===== src/rtl/zynq_axil_csr_shell_pkg.sv =====
// zynq_axil_csr_shell_pkg: address map, response codes and FSM states shared by the CSR shell.
package zynq_axil_csr_shell_pkg;
  localparam logic [7:0] PS2PL_PUSH_OFF = 8'h40;
  localparam logic [7:0] PS2PL_FREE_OFF = 8'h44;
  localparam logic [7:0] PL2PS_POP_OFF  = 8'h48;
  localparam logic [7:0] PL2PS_CNT_OFF  = 8'h4C;
  localparam logic [1:0] RESP_OKAY   = 2'b00;
  localparam logic [1:0] RESP_SLVERR = 2'b10;
  typedef enum logic {W_IDLE, W_RESP} w_state_e;
  typedef enum logic {R_IDLE, R_RESP} r_state_e;
endpackage


===== src/rtl/bsg_fifo_1r1w_small.sv =====
// bsg_fifo_1r1w_small: register-based word FIFO, valid-ready in, valid-yumi out, with occupancy count.
module bsg_fifo_1r1w_small #(
  parameter int width_p = 32,
  parameter int els_p   = 8
) (
  input  logic                         clk_i,
  input  logic                         rst_ni,
  input  logic                         v_i,
  output logic                         ready_o,
  input  logic [width_p-1:0]           data_i,
  output logic                         v_o,
  output logic [width_p-1:0]           data_o,
  input  logic                         yumi_i,
  output logic [$clog2(els_p+1)-1:0]   count_o
);
  localparam int pw = $clog2(els_p);
  localparam int cw = $clog2(els_p+1);
  logic [width_p-1:0] mem_q [els_p];
  logic [pw-1:0] wptr_q, rptr_q;
  logic [cw-1:0] cnt_q;
  logic push, pop;
  assign ready_o = cnt_q != cw'(els_p);
  assign v_o     = cnt_q != '0;
  assign push    = v_i & ready_o;
  assign pop     = yumi_i & v_o;
  assign data_o  = mem_q[rptr_q];
  assign count_o = cnt_q;
  always_ff @(posedge clk_i)
    if (push) mem_q[wptr_q] <= data_i;
  // power-of-two depth lets the pointers wrap on their own
  always_ff @(posedge clk_i or negedge rst_ni)
    if (!rst_ni) begin
      wptr_q <= '0;
      rptr_q <= '0;
      cnt_q  <= '0;
    end else begin
      wptr_q <= wptr_q + pw'(push);
      rptr_q <= rptr_q + pw'(pop);
      cnt_q  <= cnt_q + cw'(push) - cw'(pop);
    end
endmodule


===== src/rtl/zynq_axil_csr_shell.sv =====
// zynq_axil_csr_shell: AXI4-Lite slave with RW CSRs, a PS-to-PL command FIFO and a PL-to-PS response FIFO.
module zynq_axil_csr_shell
  import zynq_axil_csr_shell_pkg::*;
#(
  parameter int addr_width_p = 10,
  parameter int data_width_p = 32,
  parameter int num_regs_p   = 4,
  parameter int fifo_els_p   = 8
) (
  input  logic                               aclk,
  input  logic                               aresetn,
  input  logic [addr_width_p-1:0]            s_axil_awaddr,
  input  logic [2:0]                         s_axil_awprot,
  input  logic                               s_axil_awvalid,
  output logic                               s_axil_awready,
  input  logic [data_width_p-1:0]            s_axil_wdata,
  input  logic [data_width_p/8-1:0]          s_axil_wstrb,
  input  logic                               s_axil_wvalid,
  output logic                               s_axil_wready,
  output logic [1:0]                         s_axil_bresp,
  output logic                               s_axil_bvalid,
  input  logic                               s_axil_bready,
  input  logic [addr_width_p-1:0]            s_axil_araddr,
  input  logic [2:0]                         s_axil_arprot,
  input  logic                               s_axil_arvalid,
  output logic                               s_axil_arready,
  output logic [data_width_p-1:0]            s_axil_rdata,
  output logic [1:0]                         s_axil_rresp,
  output logic                               s_axil_rvalid,
  input  logic                               s_axil_rready,
  output logic [num_regs_p*data_width_p-1:0] csr_data_o,
  output logic [data_width_p-1:0]            ps2pl_data_o,
  output logic                               ps2pl_v_o,
  input  logic                               ps2pl_yumi_i,
  input  logic [data_width_p-1:0]            pl2ps_data_i,
  input  logic                               pl2ps_v_i,
  output logic                               pl2ps_ready_o
);
  localparam int iw = addr_width_p - 2;
  localparam int cw = $clog2(fifo_els_p+1);
  localparam int sw = data_width_p / 8;
  localparam logic [iw-1:0] PUSH_W = iw'(PS2PL_PUSH_OFF >> 2);
  localparam logic [iw-1:0] FREE_W = iw'(PS2PL_FREE_OFF >> 2);
  localparam logic [iw-1:0] POP_W  = iw'(PL2PS_POP_OFF >> 2);
  localparam logic [iw-1:0] CNT_W  = iw'(PL2PS_CNT_OFF >> 2);
  logic [1:0] rst_sync_q;
  logic rst_n;
  w_state_e w_state_q;
  r_state_e r_state_q;
  logic aw_held_q, w_held_q;
  logic [addr_width_p-1:0] awaddr_q;
  logic [data_width_p-1:0] wdata_q, rdata_q, rdata_d;
  logic [sw-1:0] wstrb_q;
  logic [1:0] bresp_q, rresp_q, rresp_d;
  logic [num_regs_p-1:0][data_width_p-1:0] csr_q, csr_d;
  logic aw_hs, w_hs, ar_hs, aw_have, w_have, commit;
  logic [addr_width_p-1:0] waddr;
  logic [data_width_p-1:0] wdat;
  logic [sw-1:0] wstb;
  logic [iw-1:0] widx, ridx;
  logic wr_csr, wr_push, rd_pop;
  logic ps2pl_ready, pl2ps_v;
  logic [data_width_p-1:0] pl2ps_data;
  logic [cw-1:0] ps2pl_cnt, pl2ps_cnt;
  logic unused_ok;
  // reset asserts immediately but releases on a clock edge
  always_ff @(posedge aclk or negedge aresetn)
    if (!aresetn) rst_sync_q <= '0;
    else rst_sync_q <= {rst_sync_q[0], 1'b1};
  assign rst_n = rst_sync_q[1];
  assign s_axil_awready = rst_n & (w_state_q == W_IDLE) & ~aw_held_q;
  assign s_axil_wready  = rst_n & (w_state_q == W_IDLE) & ~w_held_q;
  assign s_axil_bvalid  = w_state_q == W_RESP;
  assign s_axil_bresp   = bresp_q;
  assign s_axil_arready = rst_n & (r_state_q == R_IDLE);
  assign s_axil_rvalid  = r_state_q == R_RESP;
  assign s_axil_rdata   = rdata_q;
  assign s_axil_rresp   = rresp_q;
  assign csr_data_o     = csr_q;
  assign aw_hs   = s_axil_awvalid & s_axil_awready;
  assign w_hs    = s_axil_wvalid & s_axil_wready;
  assign ar_hs   = s_axil_arvalid & s_axil_arready;
  assign aw_have = aw_held_q | aw_hs;
  assign w_have  = w_held_q | w_hs;
  assign commit  = aw_have & w_have;
  assign waddr   = aw_held_q ? awaddr_q : s_axil_awaddr;
  assign wdat    = w_held_q ? wdata_q : s_axil_wdata;
  assign wstb    = w_held_q ? wstrb_q : s_axil_wstrb;
  assign widx    = waddr[addr_width_p-1:2];
  assign ridx    = s_axil_araddr[addr_width_p-1:2];
  assign wr_csr  = widx < iw'(num_regs_p);
  assign wr_push = widx == PUSH_W;
  assign unused_ok = ^{s_axil_awprot, s_axil_arprot, waddr[1:0], s_axil_araddr[1:0]};
  always_comb begin
    csr_d = csr_q;
    for (int k = 0; k < num_regs_p; k++)
      for (int b = 0; b < sw; b++)
        if (commit && wr_csr && widx == iw'(k) && wstb[b]) csr_d[k][8*b+:8] = wdat[8*b+:8];
  end
  always_comb begin
    rdata_d = '0;
    rresp_d = RESP_SLVERR;
    rd_pop  = 1'b0;
    for (int k = 0; k < num_regs_p; k++)
      if (ridx == iw'(k)) begin
        rdata_d = csr_q[k];
        rresp_d = RESP_OKAY;
      end
    if (ridx == FREE_W) begin
      rdata_d = data_width_p'(cw'(fifo_els_p) - ps2pl_cnt);
      rresp_d = RESP_OKAY;
    end else if (ridx == CNT_W) begin
      rdata_d = data_width_p'(pl2ps_cnt);
      rresp_d = RESP_OKAY;
    end else if (ridx == POP_W && pl2ps_v) begin
      rdata_d = pl2ps_data;
      rresp_d = RESP_OKAY;
      rd_pop  = ar_hs;
    end
  end
  always_ff @(posedge aclk or negedge rst_n)
    if (!rst_n) begin
      w_state_q <= W_IDLE;
      aw_held_q <= 1'b0;
      w_held_q  <= 1'b0;
      awaddr_q  <= '0;
      wdata_q   <= '0;
      wstrb_q   <= '0;
      bresp_q   <= RESP_OKAY;
      csr_q     <= '0;
      r_state_q <= R_IDLE;
      rdata_q   <= '0;
      rresp_q   <= RESP_OKAY;
    end else begin
      aw_held_q <= aw_have & ~commit;
      w_held_q  <= w_have & ~commit;
      awaddr_q  <= waddr;
      wdata_q   <= wdat;
      wstrb_q   <= wstb;
      csr_q     <= csr_d;
      w_state_q <= commit ? W_RESP : (s_axil_bvalid & s_axil_bready) ? W_IDLE : w_state_q;
      if (commit) bresp_q <= (wr_csr | (wr_push & ps2pl_ready)) ? RESP_OKAY : RESP_SLVERR;
      r_state_q <= ar_hs ? R_RESP : (s_axil_rvalid & s_axil_rready) ? R_IDLE : r_state_q;
      if (ar_hs) begin
        rdata_q <= rdata_d;
        rresp_q <= rresp_d;
      end
    end
  bsg_fifo_1r1w_small #(.width_p(data_width_p), .els_p(fifo_els_p)) ps2pl_fifo (
    .clk_i(aclk), .rst_ni(rst_n),
    .v_i(commit & wr_push), .ready_o(ps2pl_ready), .data_i(wdat),
    .v_o(ps2pl_v_o), .data_o(ps2pl_data_o), .yumi_i(ps2pl_yumi_i),
    .count_o(ps2pl_cnt)
  );
  bsg_fifo_1r1w_small #(.width_p(data_width_p), .els_p(fifo_els_p)) pl2ps_fifo (
    .clk_i(aclk), .rst_ni(rst_n),
    .v_i(pl2ps_v_i), .ready_o(pl2ps_ready_o), .data_i(pl2ps_data_i),
    .v_o(pl2ps_v), .data_o(pl2ps_data), .yumi_i(rd_pop),
    .count_o(pl2ps_cnt)
  );
endmodule


===== config.mk =====
export PLATFORM = sky130hd
export DESIGN_NAME = zynq_axil_csr_shell
export DESIGN_NICKNAME = d
export VERILOG_FILES = /design/src/rtl/zynq_axil_csr_shell_pkg.sv /design/src/rtl/bsg_fifo_1r1w_small.sv /design/src/rtl/zynq_axil_csr_shell.sv
export SDC_FILE = /design/constraint.sdc
export NUM_CORES = 1
export LEC_CHECK = 0
export ABC_AREA = 1
export CAP_MARGIN = 20
export CORE_MARGIN = 1
export CORE_UTILIZATION = 55
export CTS_CLUSTER_SIZE = 25
export DETAILED_ROUTE_END_ITERATION = 10
export PLACE_DENSITY = 0.77
export REMOVE_ABC_BUFFERS = 1
export SYNTH_ARGS = -nofsm -noshare
export SYNTH_HDL_FRONTEND = slang
export SYNTH_HIERARCHICAL = 1
export SYNTH_SLANG_ARGS = --single-unit

===== constraint.sdc =====
create_clock -name aclk -period 12.23 [get_ports aclk]
set_input_delay 1.223 -clock aclk [delete_from_list [all_inputs] [get_ports aclk]]
set_output_delay 1.223 -clock aclk [all_outputs]
set_load 0.02 [all_outputs]

==> results.txt <==
- Dividing the detail-routed via count by the number of cells gives between 5 and 6.
* Met1 WL: 34,100 um
* Gp weighted congestion: approximately 0.9
- For the worst-skew pair, the clock arrives at the later sink with an insertion delay of 0.64 ns.
- Most common library cells after synthesis: nand2_1 (1,345), inv_1 (632), edfxtp_1 (512)
- Area share of the leading cell type in the synthesized netlist: 45.2%
- Result of the run: complete, no violations
- FFs w/ async S/R, synth: 31.2%
- Arrival time at the worst endpoint: 4.28 ns
- VDD sags by at most 130 uV.
- CP Launch Point: ps2pl_fifo/rptr_q[0]$_DFF_PN0_
- After legalization and detailed placement, the total HPWL measured 53,900 um.
* Number of enable-type register cells in the synthesized netlist: 512
- At the pin with the least slew margin, the transition time is 1.04 ns.
- Starting density of the core: 56.1%
* Post-Route WL: 89,400 um
- Counting every sink on the clock net gives 744.
* Path category of the worst min-delay check: reg -> reg
- Largest net degree at the start of global routing: between 90 and 100
- RR Startpoint: rst_sync_q[1]$_DFF_PN0_
* Cell chosen for the clock root: clkbuf_16
* Area growth from synthesis to layout: 17.3%
- Row count: 90
- Signal routing reaches up to met5.
* CTS tree: done
- Routed length on met3: 9480 um
- Buffers inserted during clock tree synthesis total 75.
- Distinct cells, synth: 36
* Number of iterations in the first detailed-routing pass: 6
* Net count reported at finish: ~4,000
- Final max-slew violation count: 0
- In this run the tightest slew margin relative to its limit is 30.5%.
- Floorplan die area: 62,900 um2
- Max-cap violations in this run came to 0.
- Across the routed clock network, the largest skew measured is between 0.03 and 0.04 ns.
- Setup repair after global routing left no endpoint under its margin.
- The worst setup path is captured at a primary output.
* Highest clock rate: roughly 180 MHz
* Worst-path fanout max: 91
- Nature of the critical path startpoint: flop
* Global-route total usage across every layer: 28.7%
- Avg Synthesized Cell Area: 9.30 um2
- CTS built an H-tree with a depth of 3.
* Power Dens Cells: 189 nW/um2
- Number of ports placed on the die boundary: between 300 and 400
- Synthesis-stage register bit count: about 740
* Number of global-route vias before repair: between 20,000 and 25,000
- The detail route stage leaves a number of antenna-violating nets equal to 0.
- Post-CTS repair changed the size of 0 cells.
- Predominant post-synthesis flop cell: edfxtp_1
- Most frequent cell after synthesis: nand2_1
- Post-synth top area cell: edfxtp_1
- The Yosys step of the flow raised 6 warnings.
- After global routing the overflow that remains totals 0.
- Min Clock Period, post-route: 5.50 ns
- Final setup violation count: 0
* Total via count in the routed design: 25,400
- Initial antenna violation count: 6
* Count of port buffers added during placement: 293
* Hold Vio Cnt, Final: 0
* Leakage: 18.9 nW
* Cells after Synth: 3,660
* Setup fix buffers added after clock tree synthesis: 0
- Counting the fill cells in the layout gives 4,570.
* Sum of negative setup slack: 0 ns
- Measured on the finished design, the core utilization comes to 65.8%.
- The cell area that synthesis handed to floorplanning was 34,000 um2.
- The first global-routing pass estimated between 100,000 and 150,000 um of wire.
- After detailed routing, the average wire length per cell comes to ~19 um.
* Critical setup path kind: reg -> out
- The worst path uses 45.0% of the clock period.
- Startpoint of the most critical hold path: rst_sync_q[0]$_DFF_PN0_
- Die Width: 251 um
- Measured along the y axis, the die boundary spans 251 um.
* Number of violations reported at the end of detailed-routing iteration 0: 2,840
* Placeable Area: roughly 61,000 um2
* Sequential-to-total area share from yosys stat: 62.2%
* Clk buf depth: 3
- Clock-pin slew of the registers on the worst-case setup and hold paths: 0.06 ns
* Met2 wire len: 41,900 um
- The post-route netlist has 6.31% of its cells at a drive strength greater than 1.
- Ranked by total cell area, the synthesized netlist is headed by edfxtp_1 (45%), dfrtp_1 (17%), nand2_1 (15%).
- For this design, the CTS-stage hold fixing added 0 buffers.
- Required time at the worst-slack endpoint: around 11 ns
- For this run, design rule violations remaining after detail routing come to 0.
critical path, cell delays in order (launching register included):
cell and delay (ns):
dfrtp_4 0.91, clkinv_2 0.71, buf_4 0.59, nand2_1 0.22, nand3_1 0.09, nand2_1 0.11, nand2_1 0.06, nand2_1 0.16
clkdlybuf4s50_1 0.62
logic make-up after synthesis:
group                    count (synthesis)  synth area share (%)
AND/OR/NAND/NOR                       1998                  25.6
buffers and inverters                  818                  9.98
flip-flops                             744                  62.2
AO/OA/AOI/OAI                           67                  1.03
adder cells (fa/ha/maj)                 23                 0.890
XOR/XNOR                                 8                 0.206
other                                    2                0.0221
final timing paths:
kind	endpoint	slack [ns]	cells past startpoint
worst min-delay path	rst_sync_q[1]$_DFF_PN0_	0.35	0
worst max register to register	csr_data_o[121]$_DFFE_PN0P_	7.95	9
min in group asynchronous	awaddr_q[3]$_DFF_PN0_	0.44	0
worst min register to register	rst_sync_q[1]$_DFF_PN0_	0.35	0
worst max-delay path	ps2pl_data_o[12]	6.73	8
max in group asynchronous	s_axil_rdata[19]$_DFFE_PN0P_	9.60	2
cells in the final DEF, fill, tap and decap left out, types with 4 or more instances in the layout:
| cell | n |
|---|---|
| a21oi_1 | 29 |
| buf_4 | 46 |
| bufinv_16 | 9 |
| clkbuf_1 | 15 |
| clkbuf_16 | 78 |
| clkdlybuf4s50_1 | 293 |
| clkinv_1 | 17 |
| clkinv_2 | 12 |
| clkinvlp_4 | 4 |
| dfrtp_1 | 227 |
| diode_2 | 4 |
| edfxtp_1 | 512 |
| ha_1 | 21 |
| inv_1 | 629 |
| inv_2 | 7 |
| nand2_1 | 1345 |
| nand3_1 | 402 |
| nand3_2 | 5 |
| nand3_4 | 10 |
| nand4_1 | 131 |
| nor2_1 | 35 |
| nor2_8 | 4 |
| nor3_2 | 16 |
| o21ai_0 | 32 |
| or2_2 | 33 |
| xor2_1 | 6 |
state kept, by name (all words and copies together), names as in the netlist:
| name | cells |
|---|---|
| aw_held_q | 1 |
| s_axil_bresp | 1 |
| pl2ps_fifo/wptr_q | 3 |
| ps2pl_fifo/rptr_q | 3 |
| pl2ps_fifo/rptr_q | 3 |
| pl2ps_fifo/mem_q | 256 |
| pl2ps_fifo/count_o | 4 |
| ps2pl_fifo/mem_q | 256 |
| rst_sync_q | 2 |
| ps2pl_fifo/wptr_q | 3 |
| s_axil_rvalid | 1 |
| wdata_q | 32 |
| wstrb_q | 4 |
| s_axil_rresp | 1 |
| s_axil_rdata | 32 |
| w_held_q | 1 |
| awaddr_q | 8 |
| csr_data_o | 128 |
| s_axil_bvalid | 1 |
| ps2pl_fifo/count_o | 4 |
final cells by class:
class / count / area [um2] / area share [%]
Multi-Input combinational cell: 2099 / 9560 / 23.9
Sequential cell: 744 / 21200 / 53.1
Inverter: 640 / 2400 / 6.02
Antenna cell: 4 / 10.0 / 0.0251
Clock inverter: 43 / 469 / 1.17
Timing Repair Buffer: 339 / 3280 / 8.21
Clock buffer: 95 / 2040 / 5.10
Tap cell: 782 / 978 / 2.45
power by group:
| group | total (W) | switching, W | internal (W) |
|---|---|---|---|
| registers | 0.00321 | 0.000139 | 0.00307 |
| logic | 0.00201 | 0.00141 | 0.000604 |
| clock network | 0.00234 | 0.000964 | 0.00138 |
per-layer routing:
layer  track usage (%)  vias up
met3              6.91      218
met1              37.4    11900
met5                 0        -
li1                  -    12100
met2              45.4     1236
met4              14.0        4
through the flow:
stage	std cells	cell area [um2]	total power (W)	hold WS [ns]	setup WS [ns]
detailed placement	4604	37400	0.00523	0.340	7.50
finish	4746	39900	0.00755	0.355	6.73
CTS	4742	39900	0.00757	0.353	6.81
global placement	4604	37400	0.00519	0.335	7.52
floorplan	3483	33000	0.00442	0.331	2.41
global route	4744	39900	0.00789	0.378	6.55
Power figures use the tool's default switching activity.
